--- config.mk ---
export PLATFORM = sky130hd
export DESIGN_NAME = led_shift_ctrl
export DESIGN_NICKNAME = d
export VERILOG_FILES = /design/src/rtl/led_ctrl_pkg.sv /design/src/rtl/sclk_div.sv /design/src/rtl/led_shift_ctrl.sv
export SDC_FILE = /design/constraint.sdc
export NUM_CORES = 1
export LEC_CHECK = 0
export CAP_MARGIN = 20
export CORE_MARGIN = 8
export CORE_UTILIZATION = 34
export DETAILED_ROUTE_END_ITERATION = 10
export PLACE_DENSITY = 0.74
export SYNTH_ARGS = -nofsm -noshare
export SYNTH_HDL_FRONTEND = slang
export SYNTH_SLANG_ARGS = --single-unit
--- constraint.sdc ---
create_clock -name clk -period 3.5 [get_ports clk]
set_input_delay 0.7 -clock clk [delete_from_list [all_inputs] [get_ports clk]]
set_output_delay 0.7 -clock clk [all_outputs]
set_load 0.02 [all_outputs]
--- src/rtl/led_ctrl_pkg.sv ---
// rtl/led_ctrl_pkg.sv - shared LED shifter state encoding and default geometry
package led_ctrl_pkg;

  // Default panel geometry, also consumed by the hps_io register map
  localparam int DEF_NB_LED_BAND = 20;
  localparam int DEF_WORD_BITS   = 48;
  localparam int DEF_NB_WORDS    = 16;
  localparam int DEF_SCLK_HALF   = 2;

  typedef enum logic [2:0] {
    ST_IDLE,
    ST_FETCH,
    ST_SCLK_LO,
    ST_SCLK_HI,
    ST_DONE
  } led_state_e;

  // Counter width for a count range of 'range' values, never below one bit
  function automatic int cnt_width(input int range);
    return (range > 1) ? $clog2(range) : 1;
  endfunction

endpackage

--- src/rtl/sclk_div.sv ---
// rtl/sclk_div.sv - restartable SCLK half-period tick generator
module sclk_div
  import led_ctrl_pkg::*;
#(
  parameter int SCLK_HALF = DEF_SCLK_HALF
) (
  input  logic clk,
  input  logic rst,
  input  logic restart,
  input  logic en,
  output logic tick
);

  localparam int              CW   = cnt_width(SCLK_HALF);
  localparam logic [CW-1:0]   TERM = CW'(SCLK_HALF - 1);

  logic [CW-1:0] cnt_q;
  logic [CW-1:0] cnt_d;

  // Tick on the last cycle of each half-period so the caller can change phase
  assign tick = en && (cnt_q == TERM);

  // Count enabled cycles; a tick or restart returns the count to zero
  always_comb begin
    cnt_d = cnt_q;
    if (restart || tick) begin
      cnt_d = '0;
    end else if (en) begin
      cnt_d = cnt_q + 1'b1;
    end
  end

  // Half-period counter register
  always_ff @(posedge clk or posedge rst) begin
    if (rst) begin
      cnt_q <= '0;
    end else begin
      cnt_q <= cnt_d;
    end
  end

endmodule

--- src/rtl/led_shift_ctrl.sv ---
// rtl/led_shift_ctrl.sv - LED driver column shifter; optional stall counter under LED_SHIFT_CTRL_UNDERRUN_CNT_EN
module led_shift_ctrl
  import led_ctrl_pkg::*;
#(
  parameter int NB_LED_BAND = DEF_NB_LED_BAND,
  parameter int WORD_BITS   = DEF_WORD_BITS,
  parameter int NB_WORDS    = DEF_NB_WORDS,
  parameter int SCLK_HALF   = DEF_SCLK_HALF
) (
  input  logic                   clk,
  input  logic                   rst_in,
  input  logic                   start_column,
  input  logic [NB_LED_BAND-1:0] bit_data,
  input  logic                   bit_valid,
  output logic                   bit_ready,
  input  logic                   hps_override,
  input  logic [NB_LED_BAND-1:0] hps_SOUT,
  input  logic                   hps_LAT,
  input  logic                   hps_SCLK,
  output logic [NB_LED_BAND-1:0] SOUT,
  output logic                   LAT,
  output logic                   SCLK,
  output logic                   busy,
  output logic                   column_done,
  output logic                   underrun
`ifdef LED_SHIFT_CTRL_UNDERRUN_CNT_EN
  ,
  output logic [15:0]            underrun_cnt
`endif
);

  localparam int            BW        = cnt_width(WORD_BITS);
  localparam int            WW        = cnt_width(NB_WORDS);
  localparam logic [BW-1:0] BIT_LAST  = BW'(WORD_BITS - 1);
  localparam logic [WW-1:0] WORD_LAST = WW'(NB_WORDS - 1);

  led_state_e             state_q, state_d;
  logic [BW-1:0]          bit_cnt_q, bit_cnt_d;
  logic [WW-1:0]          word_cnt_q, word_cnt_d;
  logic [NB_LED_BAND-1:0] sout_q, sout_d;
  logic                   lat_q, lat_d;
  logic                   sclk_q, sclk_d;
  logic                   busy_q, busy_d;
  logic                   done_q, done_d;
  logic                   ready_q, ready_d;
  logic                   underrun_q, underrun_d;

  logic                   in_clk_phase;
  logic                   tick;
  logic                   last_bit;
  logic                   last_word;
  logic                   lat_bit;
  logic                   xfer;

  assign in_clk_phase = (state_q == ST_SCLK_LO) || (state_q == ST_SCLK_HI);
  assign last_bit     = (bit_cnt_q == BIT_LAST);
  assign last_word    = (word_cnt_q == WORD_LAST);
  assign xfer         = bit_valid && ready_q;

  // Latch on the last bit of every word, and on the last three bits of the
  // final word so the drivers commit the whole column
  assign lat_bit = last_word ? ((int'(bit_cnt_q) + 3) >= WORD_BITS) : last_bit;

  sclk_div #(
    .SCLK_HALF(SCLK_HALF)
  ) u_sclk_div (
    .clk    (clk),
    .rst    (rst_in),
    .restart(!in_clk_phase),
    .en     (in_clk_phase),
    .tick   (tick)
  );

  // Next-state, counter and registered-output logic for the column FSM
  always_comb begin
    state_d    = state_q;
    bit_cnt_d  = bit_cnt_q;
    word_cnt_d = word_cnt_q;
    sout_d     = sout_q;
    underrun_d = underrun_q;

    case (state_q)
      ST_IDLE: begin
        if (start_column && !hps_override) begin
          state_d    = ST_FETCH;
          bit_cnt_d  = '0;
          word_cnt_d = '0;
          underrun_d = 1'b0;
        end
      end
      ST_FETCH: begin
        if (xfer) begin
          sout_d  = bit_data;
          state_d = ST_SCLK_LO;
        end else begin
          underrun_d = 1'b1;
        end
      end
      ST_SCLK_LO: begin
        if (tick) begin
          state_d = ST_SCLK_HI;
        end
      end
      ST_SCLK_HI: begin
        if (tick) begin
          if (last_bit && last_word) begin
            state_d = ST_DONE;
          end else begin
            state_d = ST_FETCH;
            if (last_bit) begin
              bit_cnt_d  = '0;
              word_cnt_d = word_cnt_q + 1'b1;
            end else begin
              bit_cnt_d = bit_cnt_q + 1'b1;
            end
          end
        end
      end
      ST_DONE: begin
        state_d = ST_IDLE;
      end
      default: begin
        state_d = ST_IDLE;
      end
    endcase

    // Counters only move on entry to FETCH, so lat_bit is stable for LO/HI
    sclk_d  = (state_d == ST_SCLK_HI);
    lat_d   = ((state_d == ST_SCLK_LO) || (state_d == ST_SCLK_HI)) && lat_bit;
    busy_d  = (state_d != ST_IDLE);
    done_d  = (state_d == ST_DONE);
    ready_d = (state_d == ST_FETCH);
  end

  // FSM state, counters and glitch-free registered driver outputs
  always_ff @(posedge clk or posedge rst_in) begin
    if (rst_in) begin
      state_q    <= ST_IDLE;
      bit_cnt_q  <= '0;
      word_cnt_q <= '0;
      sout_q     <= '0;
      lat_q      <= 1'b0;
      sclk_q     <= 1'b0;
      busy_q     <= 1'b0;
      done_q     <= 1'b0;
      ready_q    <= 1'b0;
      underrun_q <= 1'b0;
    end else begin
      state_q    <= state_d;
      bit_cnt_q  <= bit_cnt_d;
      word_cnt_q <= word_cnt_d;
      sout_q     <= sout_d;
      lat_q      <= lat_d;
      sclk_q     <= sclk_d;
      busy_q     <= busy_d;
      done_q     <= done_d;
      ready_q    <= ready_d;
      underrun_q <= underrun_d;
    end
  end

`ifdef LED_SHIFT_CTRL_UNDERRUN_CNT_EN
  logic [15:0] ucnt_q, ucnt_d;

  // Count every FETCH cycle without data, saturating at all-ones
  always_comb begin
    ucnt_d = ucnt_q;
    if ((state_q == ST_FETCH) && !bit_valid && (ucnt_q != 16'hFFFF)) begin
      ucnt_d = ucnt_q + 16'd1;
    end
  end

  // Stall counter register, cleared only by reset
  always_ff @(posedge clk or posedge rst_in) begin
    if (rst_in) begin
      ucnt_q <= '0;
    end else begin
      ucnt_q <= ucnt_d;
    end
  end

  assign underrun_cnt = ucnt_q;
`endif

  // Software bit-bang path takes the pins without disturbing the FSM
  assign SOUT        = hps_override ? hps_SOUT : sout_q;
  assign LAT         = hps_override ? hps_LAT  : lat_q;
  assign SCLK        = hps_override ? hps_SCLK : sclk_q;
  assign busy        = busy_q;
  assign column_done = done_q;
  assign bit_ready   = ready_q;
  assign underrun    = underrun_q;

endmodule

==> results.py <==
metrics = {
    "status": {
        "outcome": "complete, no violations",
    },
    "synthesis": {
        "synthTopCellsByArea": "dfrtp_1, mux2_2, nand2_1, ha_1, nand3_1",
        "yosys_most_used_dff": "dfrtp_1",
        "yosysTopAreaCell": "dfrtp_1",
        "yosysUniqueCellTypes": 37,
        "syn_inst": 182,
        "syn_area_mm2": 0.002097,
        "ys_async_sr_fraction_pct": 100.0,
        "synth_top_area_share_pct": 47.73,
        "yosysWarnings": 0,
        "yosysSeqAreaShare_pct": 47.73,
        "synth.most_common_cell": "mux2_2",
        "postSynthAreaPerCell_um2": 11.52,
        "synth-edff-count": 0,
        "synth_nets": 232,
        "synth_commonest_cells": "mux2_2, dfrtp_1, nand2_1, clkbuf_1, nand3_1",
        "synth_seq_cells": 40,
    },
    "power": {
        "power_leakage_nw": 1.258,
        "p_per_area_mw_per_mm2": 684.9,
        "ir_worst_vdd_uv": 307.5,
        "fin_total_pwr_mw": 2.061,
    },
    "routing": {
        "drt_first_pass_iters": 4,
        "vias": 1701,
        "routed_via_density": 5.170,
        "wl_per_cell_um": 16.09,
        "ant_nets": 0,
        "drt-total-wl_um": 5295,
        "drt_iter0_drc": 80,
        "route.detailed.drc": 0,
    },
    "critical_path": {
        "arrival_ns": 2.41,
        "worstSetupPathType": "in2out",
        "startpoint_type": "input pin",
        "end_kind": "output port",
        "cp.required_ns": 2.80,
        "path_max_fanout": 24,
    },
    "sta": {
        "final_max_slew_viol_count": 0,
        "setup-tns-final_ns": 0,
        "hold_viol_final": 0,
        "fin_skew_ns": 0.005731,
        "max_freq_ghz": 0.3213,
        "hold_ws_ns": 0.4822,
        "finalCriticalPeriod_ns": 3.113,
        "period_share_pct": 88.93,
        "relSlewSlack_pct": 53.47,
        "worst_pin_slew_ns": 0.6971,
        "setup-violations-final": 0,
        "rsz0062_at_grt": "false",
    },
    "clock_tree": {
        "cts_resized": 0,
        "cts_setup_buffers": 0,
        "worst_skew_pair.late_latency_ns": 0.29,
        "path_clk_slew_ns": 0.08,
        "cts.sink_count": 40,
        "cts_tree": "yes",
        "holdBufCountCts": 0,
        "cts_max_path_buffers": 2,
        "cts_buffers": 5,
        "h-tree-depth": 2,
        "cts_root_buf": "clkbuf_8",
    },
    "place": {
        "dpl.hpwl_um": 4114,
        "gp_congestion": 0.8215,
        "numPortBuffers": 72,
        "placed_cell_area_mm2": 0.002883,
    },
    "floorplanning": {
        "die_w_um": 94.54,
        "pin_count": 73,
        "dieHeight_um": 94.54,
        "start_util_pct": 35.21,
        "die_area_mm2": 0.008937,
        "rows": 28,
        "core_mm2": 0.005956,
    },
    "cells_and_area": {
        "seqCellArea_mm2": 0.001001,
        "drive_gt1_share_pct": 23.23,
        "nNetsFinal": 303,
        "fin_area_mm2": 0.003009,
        "area_growth_pct": 43.50,
        "multi_input_area_mm2": 0.001022,
        "fillCellCount": 536,
        "antenna_cells": 0,
    },
    "grt": {
        "grt-ovfl-total": 0,
        "track_usage_pct": 12.12,
        "grt_antenna_before_repair": 0,
        "grt_max_degree": 25,
        "grt_pass1_wl_um": 8673,
        "grt_pass1_vias": 1677,
    },
    "hold_path": {
        "hp-class": "reg2reg",
    },
    "job": {
        "max_cap_viol_count": 0,
    },
}
flip-flops by register name, indices dropped and copies added, names as in the netlist:
signal            count
sout_q               20
bit_cnt_q             6
word_cnt_q            4
state_q               3
bit_ready             1
busy                  1
column_done           1
lat_q                 1
sclk_q                1
u_sclk_div.cnt_q      1
underrun              1
routing by layer:
metal	up-vias	track usage [%]	part of all wire (%)
met5	-	0	0
met2	70	18.83	43
met4	0	3.771	0.96
met1	811	15.61	45
li1	812	-	-
met3	8	3.968	11
kinds of logic after synthesis:
kind of cell,Yosys count,synth area share [%]
DFF,40,47.73
buffers and inverters,17,3.759
muxes,45,24.05
adders and majority gates,3,1.790
AOI/OAI and AO/OA,28,9.009
and+or+nand+nor,49,13.66
stage by stage:
stage | util (%) | setup slack [ns] | instances
2_1_floorplan | - | 1.128 | 182
3_3_place_gp | 48.40 | 0.4116 | 321
3_5_place_dp | 48.40 | 0.3637 | 321
4_1_cts | 50.53 | 0.3657 | 329
5_1_grt | 50.53 | 0.3219 | 329
6_report | 50.53 | 0.3873 | 329
critical path, cell delays in order:
cell             delay [ns]
clkdlybuf4s50_1        0.46
buf_4                  0.29
mux2_2                 0.38
clkdlybuf4s50_1        0.57
report_power, final:
| part | total, mW | internal, mW | switching, mW |
|---|---|---|---|
| combinational | 0.834 | 0.467 | 0.367 |
| clock | 0.408 | 0.252 | 0.157 |
| sequential | 0.819 | 0.654 | 0.165 |
| total | 2.06 | 1.37 | 0.688 |
cells in the final DEF, fill, tap and decap left out, types with 4 or more instances in the layout:
cell and n:
a21oi_1 5, clkdlybuf4s50_1 72, nor2_1 4, and3_1 4, o21ai_0 5, dfrtp_1 40
inv_1 6, nand2_1 12, nand3_1 7, mux2_2 43, clkbuf_8 7
worst paths after layout:
check                                startpoint                   endpoint  slack, ns  cells after the start
setup / recovery                   hps_override                    SOUT[6]       0.39                      4
hold / removal             underrun$_DFFE_PP0P_       underrun$_DFFE_PP0P_       0.48                      2
setup reg to reg           state_q[1]$_DFF_PP0_  word_cnt_q[3]$_DFFE_PP0P_       1.35                      4
hold reg to reg            underrun$_DFFE_PP0P_       underrun$_DFFE_PP0P_       0.48                      2
max in group asynchronous                rst_in            lat_q$_DFF_PP0_       1.92                      3
min in group asynchronous                rst_in      sout_q[3]$_DFFE_PP0P_       0.83                      2
final cells by class:
cell class	count	area share [%]
Tap cell	75	3.118
Inverter	6	0.7484
Sequential cell	40	33.26
Clock buffer	7	3.202
Clock inverter	1	0.9979
Multi-Input combinational cell	125	33.97
Timing Repair Buffer	75	24.70
No activity file was read; power rests on OpenSTA's default activity.
